<file path="config.mk">
export PLATFORM = sky130hd
export DESIGN_NAME = crop_scheduler
export DESIGN_NICKNAME = d
export VERILOG_FILES = /design/src/rtl/crop_pkg.sv /design/src/rtl/crop_origin_table.sv /design/src/rtl/crop_scheduler.sv
export SDC_FILE = /design/constraint.sdc
export NUM_CORES = 1
export LEC_CHECK = 0
export BUFFER_PORTS_ARGS = -buffer_cell sky130_fd_sc_hd__buf_2
export CAP_MARGIN = 40
export CORE_ASPECT_RATIO = 0.5
export CORE_MARGIN = 2
export CORE_UTILIZATION = 55
export CTS_CLUSTER_SIZE = 30
export DETAILED_ROUTE_END_ITERATION = 16
export PLACE_DENSITY = 0.72
export SLEW_MARGIN = 30
export SYNTH_ARGS = -nofsm -noshare
export SYNTH_HDL_FRONTEND = slang
export SYNTH_SLANG_ARGS = --single-unit
</file>
<file path="constraint.sdc">
create_clock -name clk -period 3.9 [get_ports clk]
set_input_delay 0.585 -clock clk [delete_from_list [all_inputs] [get_ports clk]]
set_output_delay 0.585 -clock clk [all_outputs]
set_load 0.02 [all_outputs]
</file>
<file path="src/rtl/crop_pkg.sv">
// Shared types, geometry constants and the origin bounds check for the crop scheduler.
package crop_pkg;

    localparam int unsigned IN_ROWS   = 9;
    localparam int unsigned IN_COLS   = 9;
    localparam int unsigned OUT_ROWS  = 3;
    localparam int unsigned OUT_COLS  = 3;
    localparam int unsigned MAX_CROPS = 4;

    localparam int unsigned CW        = $clog2((IN_ROWS > IN_COLS) ? IN_ROWS : IN_COLS);
    localparam int unsigned IDX_W     = $clog2(MAX_CROPS);
    localparam int unsigned CNT_W     = $clog2(MAX_CROPS + 1);
    localparam int unsigned FRAME_PIX = IN_ROWS * IN_COLS;
    localparam int unsigned CROP_PIX  = OUT_ROWS * OUT_COLS;
    localparam int unsigned IN_CNT_W  = $clog2(FRAME_PIX + 1);
    localparam int unsigned OUT_CNT_W = $clog2(CROP_PIX + 1);

    typedef enum logic [2:0] {
        ST_IDLE,
        ST_ARM,
        ST_REQ,
        ST_RUN,
        ST_DONE
    } crop_state_t;

    typedef struct packed {
        logic [CW-1:0] y;
        logic [CW-1:0] x;
    } crop_origin_t;

    // The whole crop window must lie inside the input frame.
    function automatic logic origin_in_bounds(input crop_origin_t o);
        return ((32'(o.y) + OUT_ROWS) <= IN_ROWS) && ((32'(o.x) + OUT_COLS) <= IN_COLS);
    endfunction

endpackage

</file>
<file path="src/rtl/crop_origin_table.sv">
// Origin register file: accepts load beats, tracks list count, open/closed state and the sticky error.
module crop_origin_table
    import crop_pkg::*;
(
    input  logic                 clk,
    input  logic                 i_rst_n,
    input  logic                 i_wr_valid,
    input  crop_origin_t         i_wr_origin,
    input  logic                 i_wr_last,
    input  logic [IDX_W-1:0]     i_rd_idx,
    output crop_origin_t         o_rd_origin,
    output logic [CNT_W-1:0]     o_count,
    output logic [CNT_W-1:0]     o_count_nxt,
    output logic                 o_err
);

    crop_origin_t     r_tab [MAX_CROPS];
    logic [CNT_W-1:0] r_count;
    logic             r_closed;
    logic             r_err;

    logic             w_ok;
    logic             w_store;
    logic [CNT_W-1:0] w_base;
    logic [CNT_W-1:0] w_count_nxt;

    // A beat arriving on a closed list starts a fresh list at slot 0.
    always_comb begin
        w_ok        = origin_in_bounds(i_wr_origin);
        w_base      = r_closed ? '0 : r_count;
        w_store     = i_wr_valid && w_ok;
        w_count_nxt = r_count;
        if (i_wr_valid) begin
            w_count_nxt = w_base + CNT_W'(w_ok);
        end
    end

    always_ff @(posedge clk or negedge i_rst_n) begin
        if (!i_rst_n) begin
            for (int i = 0; i < MAX_CROPS; i++) begin
                r_tab[i] <= '0;
            end
            r_count  <= '0;
            r_closed <= 1'b0;
            r_err    <= 1'b0;
        end else if (i_wr_valid) begin
            if (w_ok) begin
                r_tab[w_base[IDX_W-1:0]] <= i_wr_origin;
            end
            r_count  <= w_count_nxt;
            r_err    <= (r_closed ? 1'b0 : r_err) | ~w_ok;
            r_closed <= i_wr_last || (w_count_nxt == CNT_W'(MAX_CROPS));
        end
    end

    // Forward a same-cycle write so a start in the load cycle sees the new origin.
    assign o_rd_origin = (w_store && (w_base[IDX_W-1:0] == i_rd_idx)) ? i_wr_origin
                                                                      : r_tab[i_rd_idx];
    assign o_count     = r_count;
    assign o_count_nxt = w_count_nxt;
    assign o_err       = r_err;

endmodule

</file>
<file path="src/rtl/crop_scheduler.sv">
// Crop sequencing controller: runs one replayed frame per stored origin and gates the
// source/datapath/sink handshakes so exactly one frame enters and one crop leaves per entry.
module crop_scheduler
    import crop_pkg::*;
(
    input  logic              clk,
    input  logic              reset,
    input  logic              cfg_valid,
    output logic              cfg_ready,
    input  logic [CW-1:0]     cfg_y,
    input  logic [CW-1:0]     cfg_x,
    input  logic              cfg_last,
    output logic              cfg_err,
    input  logic              start,
    output logic              busy,
    output logic              done,
    output logic              frame_req,
    input  logic              frame_ack,
    output logic              dp_clear,
    output logic [CW-1:0]     crop_y,
    output logic [CW-1:0]     crop_x,
    input  logic              up_valid,
    output logic              up_ready,
    output logic              dp_in_valid,
    input  logic              dp_in_ready,
    input  logic              dp_out_valid,
    output logic              dp_out_ready,
    output logic              down_valid,
    input  logic              down_ready,
    output logic [IDX_W-1:0]  out_crop_idx,
    output logic              out_last,
    output crop_state_t       dbg_state
);

    crop_state_t            r_state;
    logic [IDX_W-1:0]       r_k;
    logic [IN_CNT_W-1:0]    r_in_cnt;
    logic [OUT_CNT_W-1:0]   r_out_cnt;
    logic                   r_busy;
    logic                   r_done;
    logic                   r_dp_clear;
    logic                   r_frame_req;
    crop_origin_t           r_crop;

    logic                   w_wr;
    logic [IDX_W-1:0]       w_rd_idx;
    crop_origin_t           w_rd_origin;
    logic [CNT_W-1:0]       w_count;
    logic [CNT_W-1:0]       w_count_nxt;
    logic                   w_in_open;
    logic                   w_out_open;
    logic                   w_in_hs;
    logic                   w_out_hs;
    logic [IN_CNT_W-1:0]    w_in_cnt_nxt;
    logic [OUT_CNT_W-1:0]   w_out_cnt_nxt;
    logic                   w_both_full;
    logic                   w_more;

    assign cfg_ready = (r_state == ST_IDLE) && (w_count < CNT_W'(MAX_CROPS));
    assign w_wr      = cfg_valid && cfg_ready;
    assign w_rd_idx  = (r_state == ST_IDLE) ? '0 : r_k + 1'b1;

    crop_origin_table u_table (
        .clk         (clk),
        .i_rst_n     (reset),
        .i_wr_valid  (w_wr),
        .i_wr_origin ({cfg_y, cfg_x}),
        .i_wr_last   (cfg_last),
        .i_rd_idx    (w_rd_idx),
        .o_rd_origin (w_rd_origin),
        .o_count     (w_count),
        .o_count_nxt (w_count_nxt),
        .o_err       (cfg_err)
    );

    // Valid/ready: a beat moves when valid and ready are both high at a rising edge;
    // gating only ever removes both sides of a pair together, so no beat is half-taken.
    assign w_in_open     = (r_state == ST_RUN) && (r_in_cnt < IN_CNT_W'(FRAME_PIX));
    assign w_out_open    = (r_state == ST_RUN) && (r_out_cnt < OUT_CNT_W'(CROP_PIX));
    assign dp_in_valid   = up_valid && w_in_open;
    assign up_ready      = dp_in_ready && w_in_open;
    assign down_valid    = dp_out_valid && w_out_open;
    assign dp_out_ready  = down_ready && w_out_open;
    assign w_in_hs       = up_valid && dp_in_ready && w_in_open;
    assign w_out_hs      = dp_out_valid && down_ready && w_out_open;
    assign w_in_cnt_nxt  = r_in_cnt + IN_CNT_W'(w_in_hs);
    assign w_out_cnt_nxt = r_out_cnt + OUT_CNT_W'(w_out_hs);
    assign w_both_full   = (w_in_cnt_nxt == IN_CNT_W'(FRAME_PIX)) &&
                           (w_out_cnt_nxt == OUT_CNT_W'(CROP_PIX));
    assign w_more        = (CNT_W'(r_k) + CNT_W'(1)) < w_count;

    always_ff @(posedge clk or negedge reset) begin
        if (!reset) begin
            r_state     <= ST_IDLE;
            r_k         <= '0;
            r_in_cnt    <= '0;
            r_out_cnt   <= '0;
            r_busy      <= 1'b0;
            r_done      <= 1'b0;
            r_dp_clear  <= 1'b0;
            r_frame_req <= 1'b0;
            r_crop      <= '0;
        end else begin
            r_done     <= 1'b0;
            r_dp_clear <= 1'b0;
            case (r_state)
                ST_IDLE: begin
                    if (start) begin
                        if (w_count_nxt != '0) begin
                            r_state    <= ST_ARM;
                            r_k        <= '0;
                            r_busy     <= 1'b1;
                            r_dp_clear <= 1'b1;
                            r_crop     <= w_rd_origin;
                        end else begin
                            r_done <= 1'b1;
                        end
                    end
                end
                ST_ARM: begin
                    r_state     <= ST_REQ;
                    r_frame_req <= 1'b1;
                end
                ST_REQ: begin
                    if (frame_ack) begin
                        r_state     <= ST_RUN;
                        r_frame_req <= 1'b0;
                        r_in_cnt    <= '0;
                        r_out_cnt   <= '0;
                    end
                end
                ST_RUN: begin
                    r_in_cnt  <= w_in_cnt_nxt;
                    r_out_cnt <= w_out_cnt_nxt;
                    if (w_both_full) begin
                        if (w_more) begin
                            r_state    <= ST_ARM;
                            r_k        <= r_k + 1'b1;
                            r_dp_clear <= 1'b1;
                            r_crop     <= w_rd_origin;
                        end else begin
                            r_state <= ST_DONE;
                            r_done  <= 1'b1;
                        end
                    end
                end
                ST_DONE: begin
                    r_state <= ST_IDLE;
                    r_busy  <= 1'b0;
                end
                default: r_state <= ST_IDLE;
            endcase
        end
    end

    assign busy         = r_busy;
    assign done         = r_done;
    assign dp_clear     = r_dp_clear;
    assign frame_req    = r_frame_req;
    assign crop_y       = r_crop.y;
    assign crop_x       = r_crop.x;
    assign out_crop_idx = r_k;
    assign out_last     = (r_state == ST_RUN) && (r_out_cnt == OUT_CNT_W'(CROP_PIX - 1));
    assign dbg_state    = r_state;

endmodule

</file>
==> metrics.csv, run 1 <==
metric,value,unit
status,"complete, no violations",
worstSetupPathType,reg -> reg,
synth_edf_count,0,
wl_per_cell,17.2,um
core_area,0.00611,sq mm
irDropWorstVdd,0.353,mV
num_rows,20,
viasPerCell,5.94,
cts_tree,yes,
ys_types,46,
fin_area,0.00406,sq mm
top_usage_layer,met2,
n_fill_cell,482,
synth_common_cells,"dfrtp_1 (65), mux2_2 (32), nor2_1 (23), a21oi_1 (21), o21ai_0 (17)",
syn-cell-area,0.00348,sq mm
slew_headroom,0.490,
worst_setup_path_start_kind,flip-flop,
maxCapViolCount,0,
crit_arrival,3.83,ns
grt_setup_unrepaired,no,
fin_crit,3.61,ns
worst_slack,0.290,ns
drc,0,
ctsHoldBuffers,0,
grtUsageMet3,0.0852,
dp.cells,441,
die_y,60.3,um
fmax,277,MHz
overflow,0,
post-cts-setup-buffers,0,
synth_nets,352,
clkLatencyLatePin,0.34,ns
synth_flop_cell,dfrtp_1,
slew_viol_final,0,
clock-sinks,65,
pre_cts_ws,0.222,ns
cts_buffers,9,
total_power,1.84,mW
reg2reg_slack,0.29,ns
initial_core_util,0.571,
dp_hpwl,5450,um
hold_violations,0,
ys_ff_latch,65,
crit_fanout,11,
synth-seq-area-share,0.467,
synth_area_leader_cell,dfrtp_1,
synth_top_area_frac,0.467,
grtUsageMet1,0.322,
drt_iter0_drc,186,
skew,0.00749,ns
gp_congestion,0.865,
multi_input_area,0.00172,sq mm
ys.warnings.count,0,
cts.clk_slew.worst_paths,0.05,ns
use_met2,0.398,
setup_viol,0,
drive_above_1_share,0.293,
min_period_over_period,0.926,
seq_area,0.00163,sq mm
r2r_cells,11,
area_delta_synth_final,16.4,%
ant_nets,0,
power.density,454,mW/mm^2
die-area,0.00703,sq mm
dr_total_vias,2713,
yosysMostFrequentCell,dfrtp_1,
cts_resized,0,
endpoint_kind,flip-flop,
final_util,0.665,
clock_tree.buffer_depth,2,
holdWs,0.237,ns
htreeDepth,3,
port_buffers,41,
timing.rr.start,r_in_cnt[2]$_DFFE_PN0P_,
final.setup.tns,0,ns
postRouteWirelength,7880,um
grt_pass1_vias,2556,
syn_inst,325,
rr_endpoint,crop_y[3]$_DFFE_PN0P_,
cts_root_buffer,clkbuf_16,
final_cells,457,
final_nets,391,
boundaryPins,42,
tightest_slew,0.765,ns
synth_area_leaders,"dfrtp_1 (47%), mux2_2 (10%), ha_1 (3.2%)",
critPathRequiredTime,4.12,ns
grt_start_max_net_pins,42,
p_leak,2.03,nW
groute.usage.overall,0.249,
antenna_found_initial,0,
placed_area,0.00375,sq mm
first_pass_iters,4,
syn_avg_cell_area,10.7,sq um
antenna_cells,0,
async_flop_share,1.00,
grt_pass1_wl,12700,um
hp-class,in -> async,
fp.dieW,117,um
registers in the layout (all words and copies together), names as in the netlist:
signal	count
r_out_cnt	4
r_in_cnt	7
out_crop_idx	2
u_table.r_closed	1
u_table.r_tab	32
dbg_state	3
frame_req	1
done	1
busy	1
crop_x	4
crop_y	4
u_table.o_err	1
dp_clear	1
u_table.o_count	3
logic make-up after synthesis:
family	count (synthesis)	share of synthesized area
buffers and inverters	29	0.0406
multiplexers	45	0.147
AO/OA/AOI/OAI	76	0.146
XOR/XNOR	5	0.0126
flip-flops	65	0.467
AND/OR/NAND/NOR	96	0.155
adder cells (fa/ha/maj)	9	0.0323
how the worst max path moves through the flow:
stage	startpoint	endpoint	slack (ns)	cells past startpoint
2_1_floorplan	r_in_cnt[2]$_DFFE_PN0P_	crop_y[2]$_DFFE_PN0P_	0.42	13
3_3_place_gp	r_in_cnt[3]$_DFFE_PN0P_	crop_y[3]$_DFFE_PN0P_	0.43	11
3_5_place_dp	r_in_cnt[3]$_DFFE_PN0P_	crop_y[3]$_DFFE_PN0P_	0.22	11
4_1_cts	r_in_cnt[3]$_DFFE_PN0P_	crop_y[3]$_DFFE_PN0P_	0.19	11
5_1_grt	r_in_cnt[2]$_DFFE_PN0P_	crop_y[3]$_DFFE_PN0P_	0.12	11
6_report	r_in_cnt[2]$_DFFE_PN0P_	crop_y[3]$_DFFE_PN0P_	0.29	11
worst max-delay path, stage by stage (launching register included):
cell and delay [ns]:
dfrtp_1 0.46, o41a_1 0.44, o21ai_0 0.22, and3_1 0.20, and2_1 0.13, ha_1 0.21, ha_1 0.26, nor4bb_1 0.36
nand3_1 0.18, a2111oi_4 0.33, a21o_2 0.34, mux2_2 0.36
power by group:
group / switching, mW / total (mW) / internal, mW / leakage (nW)
registers: 0.0665 / 0.788 / 0.721 / 0.864
clock network: 0.298 / 0.810 / 0.512 / 0.145
logic: 0.132 / 0.245 / 0.113 / 1.03
per-layer routing:
metal  vias up  wire length (um)
li1       1274                 -
met5         -                 0
met4         0                89
met2        83              3820
met3        11               381
met1      1345              3590
cell usage in the layout (no fill, tap or decap), drive strengths merged, types with 10 or more instances in the layout:
cell type,n
nor2,23
buf,48
mux2,36
nand2,11
and2,10
dfrtp,65
o21ai,17
a21oi,21
clkbuf,10
layout make-up:
class	instances	share of cell area
well taps	88	0.0271
clock buffers	10	0.0589
multi-input cells	231	0.425
clock inverters	6	0.0167
inverters	9	0.00833
repair buffers	48	0.0635
flip-flops and latches	65	0.401
No activity file was read; power rests on OpenSTA's default activity.
==> run 2: changes to the inputs <==
--- a/config.mk
+++ b/config.mk
@@ -5,6 +5,7 @@
 export SDC_FILE = /design/constraint.sdc
 export NUM_CORES = 1
 export LEC_CHECK = 0
+export ABC_AREA = 1
 export BUFFER_PORTS_ARGS = -buffer_cell sky130_fd_sc_hd__buf_2
 export CAP_MARGIN = 40
 export CORE_ASPECT_RATIO = 0.5
==> constraint.sdc (replaced) <==
create_clock -name clk -period 3.9 [get_ports clk]
set_input_delay 0.195 -clock clk [delete_from_list [all_inputs] [get_ports clk]]
set_output_delay 0.195 -clock clk [all_outputs]
set_load 0.02 [all_outputs]
==> metrics.csv, run 2 <==
metric,value,unit,change
postRouteWirelength,7830,um,was 7880 um
largest_registers,"u_table.r_tab (32), r_in_cnt (7)",,unchanged
yosysMostFrequentCell,nand2_1,,was dfrtp_1
clock-sinks,65,,unchanged
hp-start,cfg_y[0],,
synth-seq-area-share,0.488,,was 0.467
initial_core_util,0.589,,was 0.571
routed-wl-met2,3610,um,was 3820 um
synth_top_area_frac,0.488,,was 0.467
cts_root_buffer,clkbuf_16,,unchanged
critPathLaunch,dbg_state[2]$_DFFE_PN0P_,,was r_in_cnt[2]$_DFFE_PN0P_
ant_nets,0,,unchanged
drive_above_1_share,0.145,,was 0.293
most-common-layout-cells,"nand2_1 (121), dfrtp_1 (65), inv_1 (59)",,"was dfrtp_1 (65), buf_2 (41), mux2_2 (32)"
p_leak,2.16,nW,was 2.03 nW
critPathMostFrequentCell,nand2_1,,was ha_1
syn_inst,427,,was 325
tightest_slew,0.550,ns,was 0.765 ns
ys_ff_latch,65,,unchanged
grt_pass1_vias,2813,,was 2556
wl_per_cell,14.3,um,was 17.2 um
grt_pass1_wl,13200,um,was 12700 um
fp.dieW,114,um,was 117 um
dr_total_vias,2964,,was 2713
ys.warnings.count,0,,unchanged
gp_congestion,0.886,,was 0.865
skew,0.00308,ns,was 0.00749 ns
num_rows,19,,was 20
die_y,59.0,um,was 60.3 um
fmax,292,MHz,was 277 MHz
drt_iter0_drc,278,,was 186
min_period_over_period,0.878,,was 0.926
power.density,750,mW/mm^2,was 454 mW/mm^2
slew_viol_final,0,,unchanged
mostFrequentLayoutCell,nand2_1,,was dfrtp_1
pre_cts_ws,0.561,ns,was 0.222 ns
top_register,u_table.r_tab,,unchanged
slew_headroom,0.633,,was 0.490
cts.clk_slew.worst_paths,0.05,ns,about the same
final_nets,497,,was 391
area_delta_synth_final,16.5,%,was 16.4%
first_pass_iters,5,,was 4
synth_area_leader_cell,dfrtp_1,,unchanged
cts_resized,0,,unchanged
final.setup.tns,0,ns,unchanged
grt_setup_unrepaired,no,,unchanged
syn-cell-area,0.00333,sq mm,was 0.00348 sq mm
die-area,0.00674,sq mm,was 0.00703 sq mm
boundaryPins,42,,unchanged
clock_tree.buffer_depth,2,,unchanged
wl_met1,3640,um,was 3590 um
synth_flop_cell,dfrtp_1,,unchanged
post-cts-setup-buffers,0,,unchanged
worst_slack,0.475,ns,was 0.290 ns
groute.usage.overall,0.257,,was 0.249
critPathBufInv,3,,was 0
async_flop_share,1.00,,unchanged
overflow,0,,unchanged
crit_fanout,15,,was 11
endpoint_kind,flip-flop,,unchanged
n_fill_cell,484,,was 482
timing.rr.start,dbg_state[2]$_DFFE_PN0P_,,was r_in_cnt[2]$_DFFE_PN0P_
synth_edf_count,0,,unchanged
setup_viol,0,,unchanged
port_buffers,41,,unchanged
worst_setup_path_start_kind,flip-flop,,unchanged
irDropWorstVdd,0.341,mV,was 0.353 mV
antenna_found_initial,0,,unchanged
ys_types,26,,was 46
worstSetupPathType,reg -> reg,,unchanged
grt_start_max_net_pins,26,,was 42
dp_hpwl,5430,um,was 5450 um
synth_nets,454,,was 352
highest_layer,met4,,unchanged
drc,0,,unchanged
maxCapViolCount,0,,unchanged
synth_common_cells,"nand2_1 (121), dfrtp_1 (65), inv_1 (59), nor2_1 (33), nand3_1 (30)",,"was dfrtp_1 (65), mux2_2 (32), nor2_1 (23), a21oi_1 (21), o21ai_0 (17)"
fin_crit,3.42,ns,was 3.61 ns
hp-class,in -> reg,,was in -> async
largest_register_ffs,32,,unchanged
clkLatencyLatePin,0.33,ns,was 0.34 ns
crit_path_cell_trace,inv_1 -> nand3_1 -> buf_4 -> inv_1 -> o21ai_0 -> nor3_1 -> ha_1 -> ha_1 -> nand2_1 -> nand2_1 -> nand3_1 -> nor2_1 -> and2_1 -> nand4_1 -> nand2_2 -> nand2_1 -> nand2_1,,was o41a_1 -> o21ai_0 -> and3_1 -> and2_1 -> ha_1 -> ha_1 -> nor4bb_1 -> nand3_1 -> a2111oi_4 -> a21o_2 -> mux2_2
syn_avg_cell_area,7.81,sq um,was 10.7 sq um
htreeDepth,3,,unchanged
viasPerCell,5.41,,was 5.94
antenna_cells,0,,unchanged
met3_length,467,um,was 381 um
final_cells,548,,was 457
core_area,0.00566,sq mm,was 0.00611 sq mm
synth_area_leaders,"dfrtp_1 (49%), nand2_1 (14%), inv_1 (6.6%)",,"was dfrtp_1 (47%), mux2_2 (10%), ha_1 (3.2%)"
slowest_stage,dfrtp_1,,unchanged
critPathMaxStageDelay,0.41,ns,was 0.46 ns
critPathRequiredTime,4.17,ns,was 4.12 ns
cts_tree,yes,,unchanged
crit_arrival,3.70,ns,was 3.83 ns
status,"complete, no violations",,unchanged
critPathTopFamily,simple AND/OR/NAND/NOR gates,,was compound AO/OA/AOI/OAI gates
cts_buffers,9,,unchanged
dp.cells,531,,was 441
hold_violations,0,,unchanged
-- run 2: cell types whose count changed after synthesis, moves of 10 or more --
cell / delta
o21ai_1: +22
a21oi_1: -18
nand3_1: +24
nand2_1: +110
nor2_1: +10
inv_1: +50
mux2_2: -32
-- run 2: final timing paths --
check	to	slack, ns	depth (start not counted)
setup reg to reg	crop_x[0]$_DFFE_PN0P_	0.48	17
hold / removal	u_table.r_tab[28]$_DFFE_PN0P_	0.09	3
setup / recovery	crop_x[0]$_DFFE_PN0P_	0.48	17
max in group asynchronous	u_table.r_tab[29]$_DFFE_PN0P_	2.88	3
min in group asynchronous	u_table.r_tab[10]$_DFFE_PN0P_	0.35	2
hold reg to reg	u_table.r_tab[19]$_DFFE_PN0P_	0.46	2
-- run 2: final cells by class --
class	count	area [sq um]	area share
Clock buffer	13	250	0.0645
Tap cell	73	91.3	0.0235
Inverter	60	225	0.0580
Sequential cell	65	1630	0.419
Timing Repair Buffer	45	250	0.0645
Clock inverter	3	40.0	0.0103
Multi-Input combinational cell	289	1400	0.360
-- run 2: logic make-up (layout without fill, tap and decap cells) --
logic type      after synthesis  after routing  share of synthesized area
buf+inv                      73            121                     0.0923
compound gates               69             69                      0.113
flops                        65             65                      0.488
simple gates                211            211                      0.273
fa+ha+maj                     9              9                     0.0338
-- run 2: tightest hold or removal path, stage by stage --
cell and delay (ns):
buf_2 0.08, nand2_1 0.06, nand2_1 0.06
-- run 2: through the flow --
stage          power (mW)  hold WS (ns)  area (sq um)   util
2_1_floorplan        1.80        -0.101          3330      -
3_3_place_gp         2.07         0.404          3560  0.630
3_5_place_dp         2.11         0.180          3580  0.633
4_1_cts              2.91        0.0924          3880  0.686
5_1_grt              3.11         0.129          3880  0.686
6_report             2.91        0.0944          3880  0.686
-- run 2: timing repair --
item / CTS / global route
hold buffers: 1 / 0
setup endpoints to repair: 0 / 0
hold endpoints to repair: 19 / 0
-- run 2: power by group --
group	switching, mW	internal, mW	total [mW]
registers	0.141	0.846	0.987
logic	0.763	0.368	1.13
clock network	0.283	0.510	0.793
total	1.19	1.72	2.91
-- run 2: routing by layer --
metal  vias up  track usage
met1      1405        0.347
met5         -            0
li1       1464            -
met3        13       0.0665
met2        82        0.406
met4         0        0.101
